File: src/rtl/ram_port_arbiter_if.sv
// ---------------------------------------------------------------------------
// ram_port_arbiter_if
// Bundle of every bus signal around the RAM port arbiter:
//   - CPU MEM-stage requester  : cpu_req/we/addr/wdata in, cpu_ready/rvalid/
//                                rdata/stall out
//   - loader/DMA requester     : dma_req/we/addr/wdata in, dma_ready/rvalid/
//                                rdata out
//   - single-port RAM          : ram_address/write_data/wren out, ram_data in
// Modports:
//   master : the surroundings (requesters and RAM model) that drive requests
//            and RAM read data
//   slave  : the arbiter itself
// ---------------------------------------------------------------------------
interface ram_port_arbiter_if #(
    parameter int ADDR_WIDTH = 10,
    parameter int DATA_WIDTH = 32
);
    // CPU MEM-stage side
    logic                  cpu_req;
    logic                  cpu_we;
    logic [ADDR_WIDTH-1:0] cpu_addr;
    logic [DATA_WIDTH-1:0] cpu_wdata;
    logic                  cpu_ready;
    logic                  cpu_rvalid;
    logic [DATA_WIDTH-1:0] cpu_rdata;
    logic                  cpu_stall;

    // loader/DMA side
    logic                  dma_req;
    logic                  dma_we;
    logic [ADDR_WIDTH-1:0] dma_addr;
    logic [DATA_WIDTH-1:0] dma_wdata;
    logic                  dma_ready;
    logic                  dma_rvalid;
    logic [DATA_WIDTH-1:0] dma_rdata;

    // RAM side
    logic [ADDR_WIDTH-1:0] ram_address;
    logic [DATA_WIDTH-1:0] ram_write_data;
    logic                  ram_wren;
    logic [DATA_WIDTH-1:0] ram_data;

    modport master (
        output cpu_req, cpu_we, cpu_addr, cpu_wdata,
        input  cpu_ready, cpu_rvalid, cpu_rdata, cpu_stall,
        output dma_req, dma_we, dma_addr, dma_wdata,
        input  dma_ready, dma_rvalid, dma_rdata,
        input  ram_address, ram_write_data, ram_wren,
        output ram_data
    );

    modport slave (
        input  cpu_req, cpu_we, cpu_addr, cpu_wdata,
        output cpu_ready, cpu_rvalid, cpu_rdata, cpu_stall,
        input  dma_req, dma_we, dma_addr, dma_wdata,
        output dma_ready, dma_rvalid, dma_rdata,
        output ram_address, ram_write_data, ram_wren,
        input  ram_data
    );
endinterface

File: src/rtl/ram_port_arbiter.sv
// ---------------------------------------------------------------------------
// ram_port_arbiter
// Shares one single-port synchronous RAM between the CPU MEM stage (primary)
// and a loader/DMA engine. One access is granted per cycle, combinationally:
// the CPU wins contention unless the DMA has already been refused
// STARVE_LIMIT cycles in a row, in which case the DMA gets exactly one grant.
// Read data returns one cycle after acceptance; a small owner register steers
// it to the requester that issued the read, the other port sees zero.
// Ports:
//   clk      : system clock
//   reset_n  : asynchronous active-low reset; all outputs read 0 while low
//   bus      : ram_port_arbiter_if.slave (CPU, DMA and RAM signal groups)
// Parameters:
//   ADDR_WIDTH   : RAM address width
//   DATA_WIDTH   : data width
//   STARVE_LIMIT : consecutive DMA refusals that force a DMA grant (1..15)
// ---------------------------------------------------------------------------
module ram_port_arbiter #(
    parameter int ADDR_WIDTH   = 10,
    parameter int DATA_WIDTH   = 32,
    parameter int STARVE_LIMIT = 4
) (
    input  logic              clk,
    input  logic              reset_n,
    ram_port_arbiter_if.slave bus
);
    // The starvation counter is 4 bits wide, so the limit must fit in 1..15.
    localparam logic [3:0] STARVE_MAX = 4'(STARVE_LIMIT);

    // Read-owner encoding: who receives the RAM data in the next cycle.
    localparam logic [1:0] RD_NONE = 2'd0;
    localparam logic [1:0] RD_CPU  = 2'd1;
    localparam logic [1:0] RD_DMA  = 2'd2;

    logic [3:0] starve_cnt_r;
    logic [3:0] starve_cnt_nxt_s;
    logic [1:0] rd_owner_r;
    logic [1:0] rd_owner_nxt_s;
    logic       starve_hit_s;
    logic       grant_cpu_s;
    logic       grant_dma_s;
    logic       cpu_rvalid_s;
    logic       dma_rvalid_s;

    assign starve_hit_s = (starve_cnt_r >= STARVE_MAX);

    // Fixed-priority grant with the anti-starvation override; nothing is granted in reset.
    always_comb begin
        grant_cpu_s = 1'b0;
        grant_dma_s = 1'b0;
        if (!reset_n) begin
            grant_cpu_s = 1'b0;
            grant_dma_s = 1'b0;
        end else begin
            case ({bus.cpu_req, bus.dma_req})
                2'b10: begin
                    grant_cpu_s = 1'b1;
                end
                2'b01: begin
                    grant_dma_s = 1'b1;
                end
                2'b11: begin
                    if (starve_hit_s) begin
                        grant_dma_s = 1'b1;
                    end else begin
                        grant_cpu_s = 1'b1;
                    end
                end
                default: begin
                    grant_cpu_s = 1'b0;
                    grant_dma_s = 1'b0;
                end
            endcase
        end
    end

    // Handshake outputs; ready is derived from req and grant only, never fed back.
    always_comb begin
        bus.cpu_ready = 1'b0;
        bus.dma_ready = 1'b0;
        bus.cpu_stall = 1'b0;
        if (!reset_n) begin
            bus.cpu_ready = 1'b0;
            bus.dma_ready = 1'b0;
            bus.cpu_stall = 1'b0;
        end else begin
            bus.cpu_ready = bus.cpu_req & grant_cpu_s;
            bus.dma_ready = bus.dma_req & grant_dma_s;
            bus.cpu_stall = bus.cpu_req & ~(bus.cpu_req & grant_cpu_s);
        end
    end

    // RAM drive: address/data/write-enable follow the granted requester, idle drives zero.
    always_comb begin
        bus.ram_wren       = 1'b0;
        bus.ram_address    = {ADDR_WIDTH{1'b0}};
        bus.ram_write_data = {DATA_WIDTH{1'b0}};
        if (grant_cpu_s) begin
            bus.ram_wren       = bus.cpu_we;
            bus.ram_address    = bus.cpu_addr;
            bus.ram_write_data = bus.cpu_wdata;
        end else if (grant_dma_s) begin
            bus.ram_wren       = bus.dma_we;
            bus.ram_address    = bus.dma_addr;
            bus.ram_write_data = bus.dma_wdata;
        end else begin
            bus.ram_wren       = 1'b0;
            bus.ram_address    = {ADDR_WIDTH{1'b0}};
            bus.ram_write_data = {DATA_WIDTH{1'b0}};
        end
    end

    // Next starvation count: grows (saturating) while the DMA is refused, clears otherwise.
    always_comb begin
        starve_cnt_nxt_s = 4'd0;
        if (bus.dma_req && !grant_dma_s) begin
            if (starve_hit_s) begin
                starve_cnt_nxt_s = STARVE_MAX;
            end else begin
                starve_cnt_nxt_s = starve_cnt_r + 4'd1;
            end
        end else begin
            starve_cnt_nxt_s = 4'd0;
        end
    end

    // Next read owner: only a granted read claims the next cycle's RAM data.
    always_comb begin
        rd_owner_nxt_s = RD_NONE;
        if (grant_cpu_s && !bus.cpu_we) begin
            rd_owner_nxt_s = RD_CPU;
        end else if (grant_dma_s && !bus.dma_we) begin
            rd_owner_nxt_s = RD_DMA;
        end else begin
            rd_owner_nxt_s = RD_NONE;
        end
    end

    // State registers; reset drops any read that is still in flight.
    always_ff @(posedge clk or negedge reset_n) begin
        if (!reset_n) begin
            starve_cnt_r <= 4'd0;
            rd_owner_r   <= RD_NONE;
        end else begin
            starve_cnt_r <= starve_cnt_nxt_s;
            rd_owner_r   <= rd_owner_nxt_s;
        end
    end

    // Read-data steering: the non-owning port always sees zero.
    always_comb begin
        cpu_rvalid_s   = 1'b0;
        dma_rvalid_s   = 1'b0;
        bus.cpu_rvalid = 1'b0;
        bus.dma_rvalid = 1'b0;
        bus.cpu_rdata  = {DATA_WIDTH{1'b0}};
        bus.dma_rdata  = {DATA_WIDTH{1'b0}};
        if (!reset_n) begin
            cpu_rvalid_s = 1'b0;
            dma_rvalid_s = 1'b0;
        end else begin
            cpu_rvalid_s = (rd_owner_r == RD_CPU);
            dma_rvalid_s = (rd_owner_r == RD_DMA);
        end
        bus.cpu_rvalid = cpu_rvalid_s;
        bus.dma_rvalid = dma_rvalid_s;
        if (cpu_rvalid_s) begin
            bus.cpu_rdata = bus.ram_data;
        end else begin
            bus.cpu_rdata = {DATA_WIDTH{1'b0}};
        end
        if (dma_rvalid_s) begin
            bus.dma_rdata = bus.ram_data;
        end else begin
            bus.dma_rdata = {DATA_WIDTH{1'b0}};
        end
    end
endmodule
File: src/flat_wrapper.sv
// flat-port wrapper written by rule: the top's interface ports become plain ports
module ram_port_arbiter_flat 
#(
    parameter int ADDR_WIDTH   = 10,
    parameter int DATA_WIDTH   = 32,
    parameter int STARVE_LIMIT = 4
)
  (clk, reset_n, bus_cpu_req, bus_cpu_we, bus_cpu_addr, bus_cpu_wdata, bus_cpu_ready, bus_cpu_rvalid, bus_cpu_rdata, bus_cpu_stall, bus_dma_req, bus_dma_we, bus_dma_addr, bus_dma_wdata, bus_dma_ready, bus_dma_rvalid, bus_dma_rdata, bus_ram_address, bus_ram_write_data, bus_ram_wren, bus_ram_data);
  ram_port_arbiter_if #(.ADDR_WIDTH(ADDR_WIDTH), .DATA_WIDTH(DATA_WIDTH)) bus_i ();
  input  logic clk;
  input  logic reset_n;
  input wire logic [$bits(bus_i.cpu_req)-1:0] bus_cpu_req;
  input wire logic [$bits(bus_i.cpu_we)-1:0] bus_cpu_we;
  input wire logic [$bits(bus_i.cpu_addr)-1:0] bus_cpu_addr;
  input wire logic [$bits(bus_i.cpu_wdata)-1:0] bus_cpu_wdata;
  output wire logic [$bits(bus_i.cpu_ready)-1:0] bus_cpu_ready;
  output wire logic [$bits(bus_i.cpu_rvalid)-1:0] bus_cpu_rvalid;
  output wire logic [$bits(bus_i.cpu_rdata)-1:0] bus_cpu_rdata;
  output wire logic [$bits(bus_i.cpu_stall)-1:0] bus_cpu_stall;
  input wire logic [$bits(bus_i.dma_req)-1:0] bus_dma_req;
  input wire logic [$bits(bus_i.dma_we)-1:0] bus_dma_we;
  input wire logic [$bits(bus_i.dma_addr)-1:0] bus_dma_addr;
  input wire logic [$bits(bus_i.dma_wdata)-1:0] bus_dma_wdata;
  output wire logic [$bits(bus_i.dma_ready)-1:0] bus_dma_ready;
  output wire logic [$bits(bus_i.dma_rvalid)-1:0] bus_dma_rvalid;
  output wire logic [$bits(bus_i.dma_rdata)-1:0] bus_dma_rdata;
  output wire logic [$bits(bus_i.ram_address)-1:0] bus_ram_address;
  output wire logic [$bits(bus_i.ram_write_data)-1:0] bus_ram_write_data;
  output wire logic [$bits(bus_i.ram_wren)-1:0] bus_ram_wren;
  input wire logic [$bits(bus_i.ram_data)-1:0] bus_ram_data;
  assign bus_i.cpu_req = bus_cpu_req;
  assign bus_i.cpu_we = bus_cpu_we;
  assign bus_i.cpu_addr = bus_cpu_addr;
  assign bus_i.cpu_wdata = bus_cpu_wdata;
  assign bus_cpu_ready = bus_i.cpu_ready;
  assign bus_cpu_rvalid = bus_i.cpu_rvalid;
  assign bus_cpu_rdata = bus_i.cpu_rdata;
  assign bus_cpu_stall = bus_i.cpu_stall;
  assign bus_i.dma_req = bus_dma_req;
  assign bus_i.dma_we = bus_dma_we;
  assign bus_i.dma_addr = bus_dma_addr;
  assign bus_i.dma_wdata = bus_dma_wdata;
  assign bus_dma_ready = bus_i.dma_ready;
  assign bus_dma_rvalid = bus_i.dma_rvalid;
  assign bus_dma_rdata = bus_i.dma_rdata;
  assign bus_ram_address = bus_i.ram_address;
  assign bus_ram_write_data = bus_i.ram_write_data;
  assign bus_ram_wren = bus_i.ram_wren;
  assign bus_i.ram_data = bus_ram_data;
  ram_port_arbiter #(.ADDR_WIDTH(ADDR_WIDTH), .DATA_WIDTH(DATA_WIDTH), .STARVE_LIMIT(STARVE_LIMIT)) u_core (.clk(clk), .reset_n(reset_n), .bus(bus_i));
endmodule
File: config.mk
export PLATFORM = sky130hd
export DESIGN_NAME = ram_port_arbiter_flat
export DESIGN_NICKNAME = d
export VERILOG_FILES = /design/src/rtl/ram_port_arbiter_if.sv /design/src/rtl/ram_port_arbiter.sv /design/src/flat_wrapper.sv
export SDC_FILE = /design/constraint.sdc
export NUM_CORES = 1
export LEC_CHECK = 0
export ABC_CLOCK_PERIOD_IN_PS = 2100
export CAP_MARGIN = 20
export CORE_AREA = 2 2 89 91
export CTS_BUF_LIST = sky130_fd_sc_hd__clkbuf_2
export CTS_CLUSTER_DIAMETER = 30
export CTS_CLUSTER_SIZE = 14
export DETAILED_ROUTE_END_ITERATION = 12
export DIE_AREA = 0 0 91 93
export GPL_TIMING_DRIVEN = 0
export PLACE_DENSITY = 0.76
export SKIP_CTS_REPAIR_TIMING = 1
export SLEW_MARGIN = 20
export SYNTH_ARGS = -nofsm -noshare
export SYNTH_HDL_FRONTEND = slang
export SYNTH_SLANG_ARGS = --single-unit
File: constraint.sdc
create_clock -name clk -period 2.1 [get_ports clk]
set_input_delay 0.63 -clock clk [delete_from_list [all_inputs] [get_ports clk]]
set_output_delay 0.63 -clock clk [all_outputs]
set_load 0.02 [all_outputs]
# Word level (Yosys, flattened, before mapping)
# Index checks and enable logic that the tools add are counted.
# word_totals
out_inout_bits	112
register_bits	6
wordCells	42
input_bits	122
# classes
addsub	1
magnitude_cmp	1
eq_ne	5
reduce_logical	6
n_mux	23
bitwise_logic	4
# op_table
operator	count
2-to-1 mux 32 bit	4
2-to-1 mux 10 bit	2
2-to-1 mux 1 bit	11
2-to-1 mux 4 bit	2
== test 2 bit, second input constant	3
adder 4 x 1 -> 4 bit, second input constant	1
== test 2 x 1 -> 1 bit, second input constant	2
greater-or-equal comparator 4 x 3 -> 1 bit, second input constant	1
2-to-1 mux 2 bit	2
one-hot mux 1 bit (2 select lines)	2
AND 1 bit	3
logical AND 1 bit	3
logical NOT 1 bit	3
inverter 1 bit	1

# Depth between registers and ports, before layout
# Gate-level depths: netlist of run 1.
# depth
depth_word	8
mapped_depth	5
mapped_depth_nobuf	3

# Least setup slack after synthesis of run 1
# No wires, ideal clock.
# synth_timing
kind	input port to output port
from	in bus_dma_req
to	out bus_ram_write_data[23]
n_path_buf	2
arrival_ns	1.366
path_stages	5
setup_slack_ns	0.104
t_required_ns	1.470
path_cell_list	o21ai_1 and3_1 buf_6 buf_6 a22o_1
# synth_between
elab_chain_cells	5
elab_cells_between_ends	9
# synth_lines
element	line	source
start: declaration	flat_wrapper.sv:20	input wire logic [$bits(bus_i.dma_req)-1:0] bus_dma_req;
== test 2 bit / == test 2 x 1 -> 1 bit (equally long branches)	ram_port_arbiter.sv:55	case ({bus.cpu_req, bus.dma_req})
one-hot mux 1 bit (2 select lines)	ram_port_arbiter.sv:55	
2-to-1 mux 1 bit	ram_port_arbiter.sv:51	if (!reset_n) begin
2-to-1 mux 32 bit	ram_port_arbiter.sv:102	end else if (grant_dma_s) begin
2-to-1 mux 32 bit *	ram_port_arbiter.sv:98	if (grant_cpu_s) begin
end: declaration	flat_wrapper.sv:28	output wire logic [$bits(bus_i.ram_write_data)-1:0] bus_ram_write_data;
# Mark *: on every way between the ends. The rest lies on a longest branch, timed or not.

# Final worst setup path of run 1
# layout_timing
from	in reset_n
to	out bus_ram_write_data[23]
# layout_between
elab_chain_cells	3
elab_cells_between_ends	4
# layout_lines
element	line	source
start: declaration	flat_wrapper.sv:11	input logic reset_n;
2-to-1 mux 1 bit	ram_port_arbiter.sv:51	
2-to-1 mux 32 bit	ram_port_arbiter.sv:102	
2-to-1 mux 32 bit *	ram_port_arbiter.sv:98	
# Marked as above.

==> results of run 1 <==
==> per-layer routing <==
layer	vias to the layer above	GRT usage, %
met5	-	0
met4	0	2.652
met3	4	4.996
met2	136	30.31
met1	943	16.54
li1	1037	-
==> sequential cells by signal (all words and copies together) (netlist names) <==
register / cells
u_core.rd_owner_r: 2
u_core.starve_cnt_r: 4
==> cell usage in the layout (no fill, tap or decap), types with 2 or more instances in the layout <==
cell type / Yosys / routed
buf_6: 8 / 58
a22o_1: 43 / 42
buf_12: 0 / 2
and2_4: 0 / 7
nor2_1: 3 / 2
buf_4: 0 / 31
clkdlybuf4s50_1: 0 / 118
nor2b_1: 2 / 2
and2_1: 64 / 57
buf_8: 0 / 7
nor2_4: 0 / 2
dfrtp_1: 6 / 6
clkbuf_2: 0 / 43
dlymetal6s2s_1: 0 / 4
clkbuf_16: 0 / 4
clkbuf_4: 0 / 2
==> cells by family after synthesis <==
| family | after synthesis |
|---|---|
| flip-flops | 6 |
| other | 1 |
| AO/OA/AOI/OAI | 46 |
| buffers and inverters | 16 |
| adder cells (fa/ha/maj) | 1 |
| AND/OR/NAND/NOR | 77 |
==> power groups by stage <==
| stage | logic (mW) | registers, mW | clock network [mW] |
|---|---|---|---|
| floorplan | 0.225 | 0.126 | 0 |
| detailed placement | 0.642 | 0.127 | 0 |
| CTS | 0.643 | 0.125 | 0.0819 |
| finish | 0.715 | 0.126 | 0.0772 |
| global route | 0.753 | 0.127 | 0.0892 |
| global placement | 0.636 | 0.126 | 0 |
==> per-stage QoR <==
| stage | setup slack, ps | hold slack [ps] | util [%] | instance area [um2] | setup TNS (ps) |
|---|---|---|---|---|---|
| 2_1_floorplan | 103.5 | 334.4 | - | 1165 | 0 |
| 3_3_place_gp | -1491 | 431.0 | 48.15 | 3625 | -142490 |
| 3_5_place_dp | -1477 | 446.4 | 48.15 | 3625 | -145670 |
| 4_1_cts | -1477 | 454.5 | 48.35 | 3640 | -145600 |
| 5_1_grt | -176.0 | 179.4 | 50.80 | 3824 | -11960 |
| 6_report | -117.6 | 196.3 | 50.80 | 3824 | -4458 |
==> worst min path at each step <==
stage	from	to	slack, ps	cells after the start
2_1_floorplan	reset_n	u_core.rd_owner_r[0]$_DFF_PN0_	330	0
3_3_place_gp	u_core.starve_cnt_r[0]$_DFF_PN0_	u_core.starve_cnt_r[0]$_DFF_PN0_	430	1
3_5_place_dp	u_core.starve_cnt_r[0]$_DFF_PN0_	u_core.starve_cnt_r[0]$_DFF_PN0_	450	1
4_1_cts	u_core.starve_cnt_r[0]$_DFF_PN0_	u_core.starve_cnt_r[0]$_DFF_PN0_	450	1
5_1_grt	reset_n	u_core.starve_cnt_r[0]$_DFF_PN0_	180	1
6_report	reset_n	u_core.starve_cnt_r[0]$_DFF_PN0_	200	1
==> area by class of cell <==
type	count	area (um2)	area share [%]
Timing Repair Buffer	250	2385	62.37
Multi-Input combinational cell	125	953.4	24.93
Buffer	16	192.7	5.039
Sequential cell	6	150.1	3.927
Tap cell	102	127.6	3.338
Clock buffer	3	15.01	0.3927
==> worst max-delay path: cells and delay by family <==
family | cells | cell delay (ps)
buf+inv | 4 | 530
simple gates | 1 | 190
compound gates | 1 | 230
==> results.cfg, run 1 <==
[outcome]
outcome = finished, violations left
violations = setup timing

[route]
routed_wl_mm = 7.851
m1WireLength_mm = 2.846
vias = 2120
routed.top_layer = met4
dr.pass1.iters = 3
wl_met3_um = 880
drt_iter0_drc = 30
vias_per_cell = 4.223
ant_nets = 0
met2_length_mm = 4.048
wl_per_cell_um = 15.64
post-route-drc-count = 0

[logic_synthesis]
synth_largest_area_cell = and2_1
async_flop_share_pct = 100.0
ys.flop_type = dfrtp_1
synth_top_area_share_pct = 34.37
synth_mux_area_share_pct = 0
yosysSeqAreaShare_pct = 12.89
ys_top_cells_by_area = and2_1, a22o_1, dfrtp_1
yosys_warnings = 0
synth-xor-area-share_pct = 0
synth_edf_count = 0
synthSimpleGateAreaFrac_pct = 40.82
synth.most_common_cell = and2_1
synth.distinct_cells = 20
synth_top_family_by_area = simple AND/OR/NAND/NOR gates
netlist_area_um2 = 1165
syn_inst = 147
ys_ff_latch = 6
syn_avg_cell_area_um2 = 7.924
synth_nets = 270
synthTopCellsByCount = and2_1, a22o_1, buf_6
synth-adder-area-share_pct = 1.074
synth_compound_area_share_pct = 34.16

[sta]
period_share_pct = 105.6
final_hold_viol_count = 0
skew_ps = 6.069
fin_crit_ps = 2218
timing.fmax_mhz = 450.9
setup_viol = 82
timing.final.ws_setup_ps = -117.6
rsz0062_at_grt = true
finalMaxSlewViolations = 0

[placement]
gp_congestion = 0.7310
port_buffers = 233
hpwl_mm = 6.485
place_inst = 482

[layout]
fillers = 742
layout-drive-gt1-share_pct = 40.50
stdcell_count = 502
area_growth_pct = 228.2
antenna_cells = 0
fin_nets = 525

[pwr]
worst_ir_drop_vdd_uv = 105.4
finalPower_uw = 919.0
p_sw_share_pct = 34.43
p_comb_share_pct = 77.8
leakagePower_nw = 1.884
p_per_area_nw_per_um2 = 240.3
p_clk_share_pct = 8.4
internal_power_uw = 602.5
p_sw_uw = 316.4
pwr-share-seq_pct = 13.8

[global_routing]
grt_usage_pct = 15.58
grt_pass1_vias = 1983
grt_pass1_wl_mm = 10.54
grt_max_degree = 11
antenna_found_initial = 0
overflow = 0

[floorplan]
die_x_um = 91
dieArea_um2 = 8463
start_util_pct = 15.48
core_um2 = 7527
std_cell_rows = 32
die_h_um = 93
io_pins = 234

[critical_path]
path_max_fanout = 10
cp.arrival_ps = 1590
cp.required_ps = 1470
reg2reg_to = u_core.rd_owner_r[0]$_DFF_PN0_
cp_slowest_cell = a22o_4
path_cells = buf_8 > and3_4 > buf_12 > buf_8 > a22o_4 > buf_6
critical_path.endpoint_type = output port
crit_end = bus_ram_write_data[23]
crit_start = reset_n
r2r_start = u_core.starve_cnt_r[2]$_DFF_PN0_
startpoint_type = primary input
cpMostUsedCell = buf_8
reg2reg_slack_ps = 640
r2r.worst_path.cells = 7
path_class = primary input to output port
cpPeakStageDelay_ps = 230

[clock_tree]
cts_tree = built
cts_root_buf = clkbuf_2
numClockSinks = 6
insertion_delay_ps = 210
clock_path_buffers = 2
cts-buffers-inserted = 3
clkTransAtPathRegs_ps = 60
h-tree-depth = 1

[run]
cap_violations = 0

[hold_path]
hold_class = primary input to asynchronous set/reset pin
(Power assumes the default switching activity.)
==> run 2: changes to the inputs <==
CORE_AREA = 2 2 92 94   (was 2 2 89 91)
CTS_BUF_LIST = default   (was sky130_fd_sc_hd__clkbuf_2)
DIE_AREA = 0 0 94 96   (was 0 0 91 93)
PLACE_DENSITY = 0.73   (was 0.76)
==> run 2 against run 1 <==
The flow still finishes with violations (setup timing). Register-to-register slack got worse by 30 ps. Die area rose by 6.6%. Clock skew fell by 2.3 ps. Core utilization barely moved. Maximum frequency fell by 0.67%. Clock power rose by 120%. Highest routed layer unchanged.
==> results.cfg, run 2 (synthesis gave the netlist of run 1 again) <==
[outcome]
outcome = finished, violations left
violations = setup timing

[layout]
layout-drive-gt1-share_pct = 46.55
final_cell_mix = clkdlybuf4s50_1, buf_6, a22o_1
fin_nets = 531
fillers = 745
reg_top3 = u_core.starve_cnt_r (4), u_core.rd_owner_r (2)
stdcell_area_um2 = 4093
stdcell_count = 511
antenna_cells = 0
largest_reg_flops = 4
regMostFlops = u_core.starve_cnt_r
area_growth_pct = 251.3
layout_commonest_cell = clkdlybuf4s50_1
fin_util_pct = 50.83

[global_routing]
grt_pass1_vias = 1913
use_met1_pct = 11.59
grt_pass1_wl_mm = 9.149
grtUsageMet2_pct = 27.74
overflow = 0
busiest_layer = met2
grtUsageMet3_pct = 3.211
grt_max_degree = 11
grt_usage_pct = 12.64
antenna_found_initial = 0

[critical_path]
cp.arrival_ps = 1600
startpoint_type = primary input
path_max_fanout = 5
path_cells = buf_8 > o21ai_2 > and3_4 > buf_12 > clkbuf_16 > a22o_1 > buf_6
cp.required_ps = 1470
critical_path.endpoint_type = output port
cp_slowest_cell = a22o_1
cpPeakStageDelay_ps = 210
path_class = primary input to output port

[floorplan]
io_pins = 234
std_cell_rows = 33
die_h_um = 96
dieArea_um2 = 9024
die_x_um = 94
core_um2 = 8051
start_util_pct = 14.47

[sta]
tns_ps = -5234
fin_crit_ps = 2233
setup_viol = 66
timing.final.ws_setup_ps = -132.6
rsz0062_at_grt = true
finalMaxSlewViolations = 0
timing.fmax_mhz = 447.9
skew_ps = 3.724
period_share_pct = 106.3
final_hold_viol_count = 0

[placement]
hpwl_mm = 5.994
gp_congestion = 0.6796
place_inst = 485
place_area_um2 = 3628
port_buffers = 233

[hold_path]
hold_class = primary input to asynchronous set/reset pin

[clock_tree]
numClockSinks = 6
h-tree-depth = 1
insertion_delay_ps = 220
cts-buffers-inserted = 3
cts_root_buf = clkbuf_8
clkTransAtPathRegs_ps = 30
cts_tree = built
clock_path_buffers = 2

[route]
dr.pass1.iters = 4
wl_per_cell_um = 14.98
vias_per_cell = 4.299
post-route-drc-count = 0
routed_wl_mm = 7.654
ant_nets = 0
vias = 2197
drt_iter0_drc = 22

[pwr]
leakagePower_nw = 2.007
finalPower_mw = 1.028
p_per_area_nw_per_um2 = 251.2
worst_ir_drop_vdd_uv = 133.6

[run]
cap_violations = 0
==> run 2: area by class of cell <==
type | count | area [um2] | share of cell area (%)
timing repair buffer | 256 | 2561 | 62.58
multi-input combinational | 125 | 1005 | 24.55
buffer | 16 | 203.9 | 4.983
clock buffer | 3 | 41.29 | 1.009
sequential | 6 | 150.1 | 3.669
tap | 105 | 131.4 | 3.210
==> run 2: metrics by stage <==
step | hold slack [ps] | worst slack [ps]
finish | 190.4 | -132.6
global route | 183.6 | -171.6
CTS | 449.5 | -1475
detailed placement | 445.5 | -1481
global placement | 431.5 | -1485
floorplan | 334.4 | 103.5
==> run 2: report_power, final <==
group	switching [mW]	internal, mW
Clock	0.0463	0.123
Sequential	0.00572	0.122
Combinational	0.274	0.457
==> run 2: layer usage <==
metal / share of wire (%) / wire, um / vias up
met5: 0 / 0 / -
met1: 33 / 2524 / 1005
met2: 56 / 4290 / 141
met4: 0.41 / 31 / 0
li1: - / - / 1047
met3: 11 / 808 / 4
==> run 2: worst max-delay path, delay by kind of cell <==
kind,cells,cell delay (ps)
buf+inv,4,520
simple gates,1,200
compound gates,2,260
==> run 2: final timing paths <==
path,startpoint,to,slack (ps),depth (start not counted)
max in group asynchronous,reset_n,u_core.rd_owner_r[0]$_DFF_PN0_,1610,3
setup / recovery,bus_dma_req,bus_ram_write_data[27],-130,7
setup reg to reg,u_core.starve_cnt_r[2]$_DFF_PN0_,u_core.rd_owner_r[0]$_DFF_PN0_,610,7
min in group clk,u_core.starve_cnt_r[0]$_DFF_PN0_,u_core.starve_cnt_r[0]$_DFF_PN0_,450,1
hold reg to reg,u_core.starve_cnt_r[0]$_DFF_PN0_,u_core.starve_cnt_r[0]$_DFF_PN0_,450,1
hold / removal,reset_n,u_core.rd_owner_r[1]$_DFF_PN0_,190,1
==> run 3: changes to the inputs <==
CORE_AREA = 2 2 89 91   (was 2 2 92 94)
CTS_BUF_LIST = sky130_fd_sc_hd__clkbuf_4 sky130_fd_sc_hd__clkbuf_8   (was default)
DIE_AREA = 0 0 91 93   (was 0 0 94 96)
PLACE_DENSITY = 0.76   (was 0.73)
==> run 3 against run 2 <==
The flow still finishes with violations (setup timing). Sequential power barely moved. Core utilization rose by 5.4 points. Maximum frequency up 0.73%. Cell count is 1.2% lower. Global-route usage up 2.9 points. Final area increased by 3.3%. Register-to-register slack gained 130 ps. Non-clock buffer count shrank 3. Hold slack better by 2.4 ps. Routed wire length increased by 7.1%. Setup slack gained 16 ps. Critical endpoint is now bus_ram_write_data[23]. Highest routed layer unchanged.
==> results.cfg, run 3 (synthesis gave the netlist of run 1 again) <==
[sta]
timing.final.ws_setup_ps = -116.4
fin_crit_ps = 2216
final_hold_viol_count = 0
timing.fmax_mhz = 451.2
finalMaxSlewViolations = 0
tns_ps = -3998
period_share_pct = 105.5
setup_viol = 58
rsz0062_at_grt = true
skew_ps = 3.152

[pwr]
internal_power_uw = 709.6
p_comb_share_pct = 71.6
p_clk_share_pct = 16.2
pwr-share-seq_pct = 12.2
finalPower_mw = 1.044
p_sw_uw = 334.1
p_sw_share_pct = 32.02
p_per_area_nw_per_um2 = 246.8
worst_ir_drop_vdd_uv = 133.9
leakagePower_nw = 2.036

[clock_tree]
cts-buffers-inserted = 3
insertion_delay_ps = 220
h-tree-depth = 1
numClockSinks = 6
cts_tree = built
cts_root_buf = clkbuf_8
clock_path_buffers = 2
clkTransAtPathRegs_ps = 40

[floorplan]
die_h_um = 93
die_x_um = 91
io_pins = 234
std_cell_rows = 32
core_um2 = 7527
dieArea_um2 = 8463
start_util_pct = 15.48

[critical_path]
path_max_fanout = 8
cp.arrival_ps = 1590
r2r.worst_path.cells = 6
reg2reg_slack_ps = 740
critical_path.endpoint_type = output port
r2r_start = u_core.starve_cnt_r[2]$_DFF_PN0_
cp.required_ps = 1470
crit_start = bus_dma_req
path_class = primary input to output port
startpoint_type = primary input

[outcome]
violations = setup timing
outcome = finished, violations left

[route]
vias_per_cell = 4.305
dr.pass1.iters = 3
ant_nets = 0
wl_per_cell_um = 16.24
vias = 2174
drt_iter0_drc = 33
post-route-drc-count = 0
routed_wl_mm = 8.199

[layout]
fin_util_pct = 56.18
regMostFlops = u_core.starve_cnt_r
layout-drive-gt1-share_pct = 48.39
layout_commonest_cell = clkdlybuf4s50_1
fin_nets = 528
final_cell_mix = clkdlybuf4s50_1, buf_6, a22o_1
largest_reg_flops = 4
stdcell_area_um2 = 4229
antenna_cells = 0
reg_top3 = u_core.starve_cnt_r (4), u_core.rd_owner_r (2)
area_growth_pct = 263.1

[run]
cap_violations = 0

[global_routing]
antenna_found_initial = 0
grt_pass1_vias = 1980
grt_max_degree = 11
grt_pass1_wl_mm = 10.52
overflow = 0
grt_usage_pct = 15.58

[hold_path]
hold_class = primary input to asynchronous set/reset pin

[placement]
gp_congestion = 0.7310
place_area_um2 = 3625
port_buffers = 233
hpwl_mm = 6.485
## run 3: cell count changes in the layout (fill, tap and decap cells not counted), moves of 9 or more
cell      before  now
buf_6         76  101
buf_4         15   24
and2_4        28   37
buf_2         16    2
and2_1        36   27
clkbuf_2      23    3
## run 3: final timing paths
path | to
worst max register to register | u_core.rd_owner_r[0]$_DFF_PN0_
max in group asynchronous | u_core.rd_owner_r[1]$_DFF_PN0_
worst min-delay path | u_core.starve_cnt_r[2]$_DFF_PN0_
worst min register to register | u_core.starve_cnt_r[0]$_DFF_PN0_
min in group clk | u_core.starve_cnt_r[0]$_DFF_PN0_
worst max-delay path | bus_ram_write_data[23]
## run 3: worst max-delay path: stages
cell and delay, ps:
buf_8 90, o21ai_2 40, and3_4 180, buf_12 150
buf_8 130, a22o_4 230, buf_6 130
## run 3: area by class of cell
type                            instances  area [um2]
Clock buffer                            3       41.29
Fill cell                             662        3298
Tap cell                              102       127.6
Sequential cell                         6       150.1
Buffer                                 16       203.9
Timing Repair Buffer                  253        2675
Multi-Input combinational cell        125        1031
## run 3: routing by layer
layer | share of wire, % | track usage (%)
met1 | 36 | 16.49
met2 | 53 | 30.19
met3 | 11 | 5.238
met4 | 0.99 | 2.652
met5 | 0 | 0
## run 3: power groups by stage
stage                     Clock [mW]  Combinational [mW]  Sequential (mW)
after floorplan                    0               0.225            0.126
after global placement             0               0.636            0.126
after detailed placement           0               0.642            0.127
after CTS                      0.173               0.643            0.125
after global routing           0.182               0.784            0.128
final                          0.170               0.747            0.127
## run 3: through the flow
stage | worst slack [ps] | hold WS [ps] | cells
finish | -116.4 | 192.7 | 505
global route | -162.5 | 189.7 | 505
CTS | -1477 | 442.1 | 485
detailed placement | -1477 | 446.4 | 482
global placement | -1491 | 431.0 | 482
floorplan | 103.5 | 334.4 | 147
==> patch 1, RTL diff (config.mk and constraints of run 1) <==
`ADDR_WIDTH` is set to 10 in 3 places; all go to 11.
--- a/src/rtl/ram_port_arbiter_if.sv
+++ b/src/rtl/ram_port_arbiter_if.sv
@@ -12,7 +12,7 @@
 //   slave  : the arbiter itself
 // ---------------------------------------------------------------------------
 interface ram_port_arbiter_if #(
-    parameter int ADDR_WIDTH = 10,
+    parameter int ADDR_WIDTH = 11,
     parameter int DATA_WIDTH = 32
 );
     // CPU MEM-stage side
--- a/src/rtl/ram_port_arbiter.sv
+++ b/src/rtl/ram_port_arbiter.sv
@@ -16,7 +16,7 @@
 //   STARVE_LIMIT : consecutive DMA refusals that force a DMA grant (1..15)
 // ---------------------------------------------------------------------------
 module ram_port_arbiter #(
-    parameter int ADDR_WIDTH   = 10,
+    parameter int ADDR_WIDTH   = 11,
     parameter int DATA_WIDTH   = 32,
     parameter int STARVE_LIMIT = 4
 ) (
--- a/src/flat_wrapper.sv
+++ b/src/flat_wrapper.sv
@@ -1,7 +1,7 @@
 // flat-port wrapper written by rule: the top's interface ports become plain ports
 module ram_port_arbiter_flat 
 #(
-    parameter int ADDR_WIDTH   = 10,
+    parameter int ADDR_WIDTH   = 11,
     parameter int DATA_WIDTH   = 32,
     parameter int STARVE_LIMIT = 4
 )
Ports: changed (resized bus_cpu_addr, bus_dma_addr and bus_ram_address); port bits go from 234 to 237. No check against the original RTL was run, so the function may have changed too.
==> patch 1 against run 1 <==
The run still ends with setup timing left. Area after synthesis is 0.11% higher. Design area up 7.3%. Routed wire length up 2.4%. Worst setup slack got worse by 45 ps. Sequential cell count stayed put. Hold slack worse by 40 ps. First-iteration DRC count up 47%. Power grew 2.4%. Largest power group unchanged.
==> patch 1: results <==
clocking:
  cts_buffers: 3
  worstSkewPairLatency_ps: 240
  clk_pin_slew_worst_paths_ps: 80
  clock-root-buffer: "clkbuf_2"
yosys:
  synth.area.top_cells: "and2_1 (34%), a22o_1 (33%), dfrtp_1 (13%)"
  synth.distinct_cells: 20
  synthTopCellsByCount: "and2_1 (64), a22o_1 (44), buf_6 (7)"
  syn_avg_cell_area_sq_um: 7.879
  synth_warnings: 0
  async_flop_share_pct: 100.0
  syn_nets: 273
  ys_seq_area_share_pct: 12.88
  ys_dominant_reg_cell: "dfrtp_1"
placement:
  placed_cells: 486
  gp_congestion: 0.7893
  post-place-ws_ps: -1438
  port-buffer-count: 236
  hpwl_mm: 6.415
  placed_area_sq_um: 3657
final_layout:
  final_nets: 533
  reg_top3: "u_core.starve_cnt_r: 4 flops, u_core.rd_owner_r: 2 flops"
  drive_above_1_share_pct: 48.03
pwr:
  vdd_drop_max_mv: 0.1456
  cellLeakagePower_nw: 2.000
detailed_routing:
  vias: 2186
  initialDrtViolationCount: 44
  routedWlPerCell_um: 15.76
  wl_mm: 8.037
  firstDrtPassIters: 4
sta:
  setup_slack_ps: -162.6
  timing.final.crit_period_ps: 2263
  setup-violations-final: 62
  clock_skew_ps: 16.58
  slew_violations: 0
global_routing:
  grt_max_degree: 11
  antenna_found_initial: 2
  grt_pass1_wl_mm: 10.28
  grt_usage_pct: 15.23
  grt_pass1_vias: 2037
worst_setup_path:
  crit_arrival_ps: 1630
  reg2reg_depth: 5
  critPathMaxFanout: 6
run:
  maxCapViolCount: 0
worst_hold_path:
  hold_class: "in -> async"
status:
  violations: "setup timing"
  status: "complete, but fails checks"
==> patch 1: cell types whose count changed in the layout (fill, tap and decap cells not counted), sizes merged <==
| cell | change |
|---|---|
| a22o | +1 |
| clkbuf | -26 |
| clkdlybuf4s50 | +2 |
| diode | +2 |
| buf | +29 |
==> patch 1: path summary, 6_finish.rpt <==
| check | startpoint | endpoint | slack [ps] |
|---|---|---|---|
| worst max-delay path | u_core.starve_cnt_r[2] | bus_ram_write_data[22] | -160 |
| worst min-delay path | reset_n | u_core.starve_cnt_r[1] | 160 |
| worst max register to register | u_core.starve_cnt_r[2] | u_core.rd_owner_r[0] | 760 |
| worst min register to register | u_core.starve_cnt_r[0] | u_core.starve_cnt_r[0] | 440 |
| max in group asynchronous | reset_n | u_core.rd_owner_r[0] | 1620 |
| min in group clk | u_core.starve_cnt_r[0] | u_core.starve_cnt_r[0] | 440 |
==> patch 1: metrics by stage <==
stage / hold slack, ps / setup TNS (ps)
after floorplan: 334.4 / 0
after global placement: 429.0 / -142960
after detailed placement: 435.5 / -147490
after CTS: 443.9 / -146950
after global routing: 136.0 / -10480
final: 156.5 / -5774
==> patch 1: power by group <==
group / switching [W] / internal, W
registers: 0.00000580 / 0.000121
clock network: 0.0000480 / 0.0000388
logic: 0.000275 / 0.000452
total: 0.000329 / 0.000612
==> patch 1: cell type report <==
type                            count  area (sq um)
Antenna cell                        2         5.005
Buffer                             16         203.9
Clock buffer                        3         15.01
Fill cell                         665          3426
Multi-Input combinational cell    126          1033
Sequential cell                     6         151.4
Tap cell                          102         127.6
Timing Repair Buffer              255          2565
==> patch 1: logic make-up after synthesis <==
logic type	synth area share [%]
DFF	12.88
AOI/OAI and AO/OA	34.87
adders and majority gates	1.073
other	0.3216
and+or+nand+nor	40.77
buffers and inverters	10.09
==> patch 1: critical path, stage by stage, from the launching register on <==
cell,delay (ps)
dfrtp_2,440
nor2_4,170
a21oi_4,110
buf_8,160
clkbuf_16,150
a22o_1,220
buf_6,130
==> patch 1: layer usage <==
metal | routed length [um] | track usage, % | vias to the layer above
met3 | 729 | 5.399 | 7
li1 | - | - | 1055
met1 | 2732 | 13.33 | 975
met5 | 0 | 0 | -
met2 | 4478 | 31.67 | 149
met4 | 97 | 4.924 | 0
==> patch 2, RTL diff (config.mk and constraints of run 1) <==
Without the edit above. Make the reset (`reset_n`) synchronous in one clocked block. Comments in the files are not updated.
--- a/src/rtl/ram_port_arbiter.sv
+++ b/src/rtl/ram_port_arbiter.sv
@@ -137,7 +137,7 @@
     end
 
     // State registers; reset drops any read that is still in flight.
-    always_ff @(posedge clk or negedge reset_n) begin
+    always_ff @(posedge clk) begin
         if (!reset_n) begin
             starve_cnt_r <= 4'd0;
             rd_owner_r   <= RD_NONE;
Behaviour: same outputs for any inputs over 10 cycles, from zero or initial values and one cycle with reset_n low; that may be too few to reach the edited logic, so the function may still have changed.
==> patch 2 against run 1 <==
The flow still finishes with violations (setup timing). Area after synthesis is 4.7% lower. Worst setup slack better by 38 ps. Highest routed layer unchanged. Design area is 0.62% higher. Routed wire length is 2.9% lower. Sequential cell count stayed put. Clock skew is 5.9 ps lower. Core utilization is 0.32 points higher. Power is 4.5% lower. Largest power group unchanged. Fmax is 1.7% higher.
==> patch 2: results <==
worst_setup_path:
  critPathMaxFanout: 5
  reg2reg_depth: 6
  endpoint: "bus_ram_address[7]"
  rr_startpoint: "u_core.starve_cnt_r[2]"
  crit_start: "bus_dma_req"
  rrSetupSlack_ps: 890
  r2r-end: "u_core.rd_owner_r[1]"
yosys:
  ys_seq_area_share_pct: 10.82
  netlist.area_leader.share_pct: 37.20
  ys_dominant_reg_cell: "dfxtp_1"
  synth.area.top_cells: "and2_1 (37%), a22o_1 (34%), dfxtp_1 (11%)"
  syn_nets: 269
  syn-instance-count: 146
  async_flop_share_pct: 0
  synthTopCellsByCount: "and2_1 (66), a22o_1 (43), dfxtp_1 (6)"
  synth.distinct_cells: 18
status:
  violations: "setup timing"
  status: "complete, but fails checks"
clocking:
  clk_pin_slew_worst_paths_ps: 50
  cts_max_level: 1
placement:
  placed_area_sq_um: 3571
  gp_congestion: 0.7584
  placed_cells: 481
  port-buffer-count: 233
  hpwl_mm: 5.888
global_routing:
  use_met1_pct: 13.59
  grt_pass1_vias: 1943
  grt_usage_pct: 13.87
  grt_util_met2_pct: 29.07
  grt_pass1_wl_mm: 9.618
  grtUsageMet3_pct: 2.820
detailed_routing:
  initialDrtViolationCount: 22
  via_per_inst: 4.268
  firstDrtPassIters: 3
  routedWlPerCell_um: 15.16
sta:
  setup_slack_ps: -79.62
  setup-violations-final: 56
  tns_ps: -2082
  clock_skew_ps: 0.1254
final_layout:
  final_cells: 503
  final_nets: 526
  drive_above_1_share_pct: 43.14
pwr:
  cellLeakagePower_nw: 1.890
  vdd_drop_max_mv: 0.1177
worst_hold_path:
  hold_class: "reg -> reg"
patch 2: changes by cell type in the layout (fill, tap and decap cells not counted), moves of 2 or more:
cell,run 1,this run
buf_2,0,19
clkbuf_2,43,27
buf_4,31,16
buf_6,58,73
and2_4,7,15
and2_1,57,51
dfrtp_1,6,0
dfxtp_1,0,4
clkbuf_4,2,0
dfxtp_2,0,2
patch 2: cell families (layout without fill, tap and decap cells):
group / count (synthesis) / after routing / synth area share, %
simple gates: 78 / 80 / 42.84
compound gates: 45 / 45 / 35.85
buf+inv: 15 / 268 / 9.019
fa+ha+maj: 1 / 1 / 1.127
other cells: 1 / 1 / 0.3379
flops: 6 / 6 / 10.82
patch 2: report_power, final:
| part | internal [W] | switching, W | total (W) |
|---|---|---|---|
| Sequential | 0.000117 | 0.00000339 | 0.000121 |
| Clock | 0.0000386 | 0.0000372 | 0.0000759 |
| Combinational | 0.000427 | 0.000254 | 0.000681 |
| Total | 0.000583 | 0.000294 | 0.000877 |
patch 2: worst max-delay path: stages:
cell and delay, ps:
buf_8 110, o21ai_4 70, and3_4 290, clkbuf_16 160
a22o_1 160, buf_6 120
patch 2: metrics by stage:
step / setup slack [ps] / hold slack [ps]
global placement: -1200 / 418.6
finish: -79.62 / 437.1
CTS: -1281 / 446.1
floorplan: 53.94 / 405.3
global route: -122.9 / 466.4
detailed placement: -1269 / 438.1
patch 2: final cells by class:
cell class	instances	area, sq um
Fill cell	739	3680
Multi-Input combinational cell	127	988.4
Tap cell	102	127.6
Buffer	14	176.4
Timing Repair Buffer	251	2417
Sequential cell	6	122.6
Clock buffer	3	15.01
patch 2: routing by layer:
layer  wire length, um  up-vias
met3               618        8
li1                  -     1041
met5                 0        -
met1              2732      956
met4                92        0
met2              4182      142
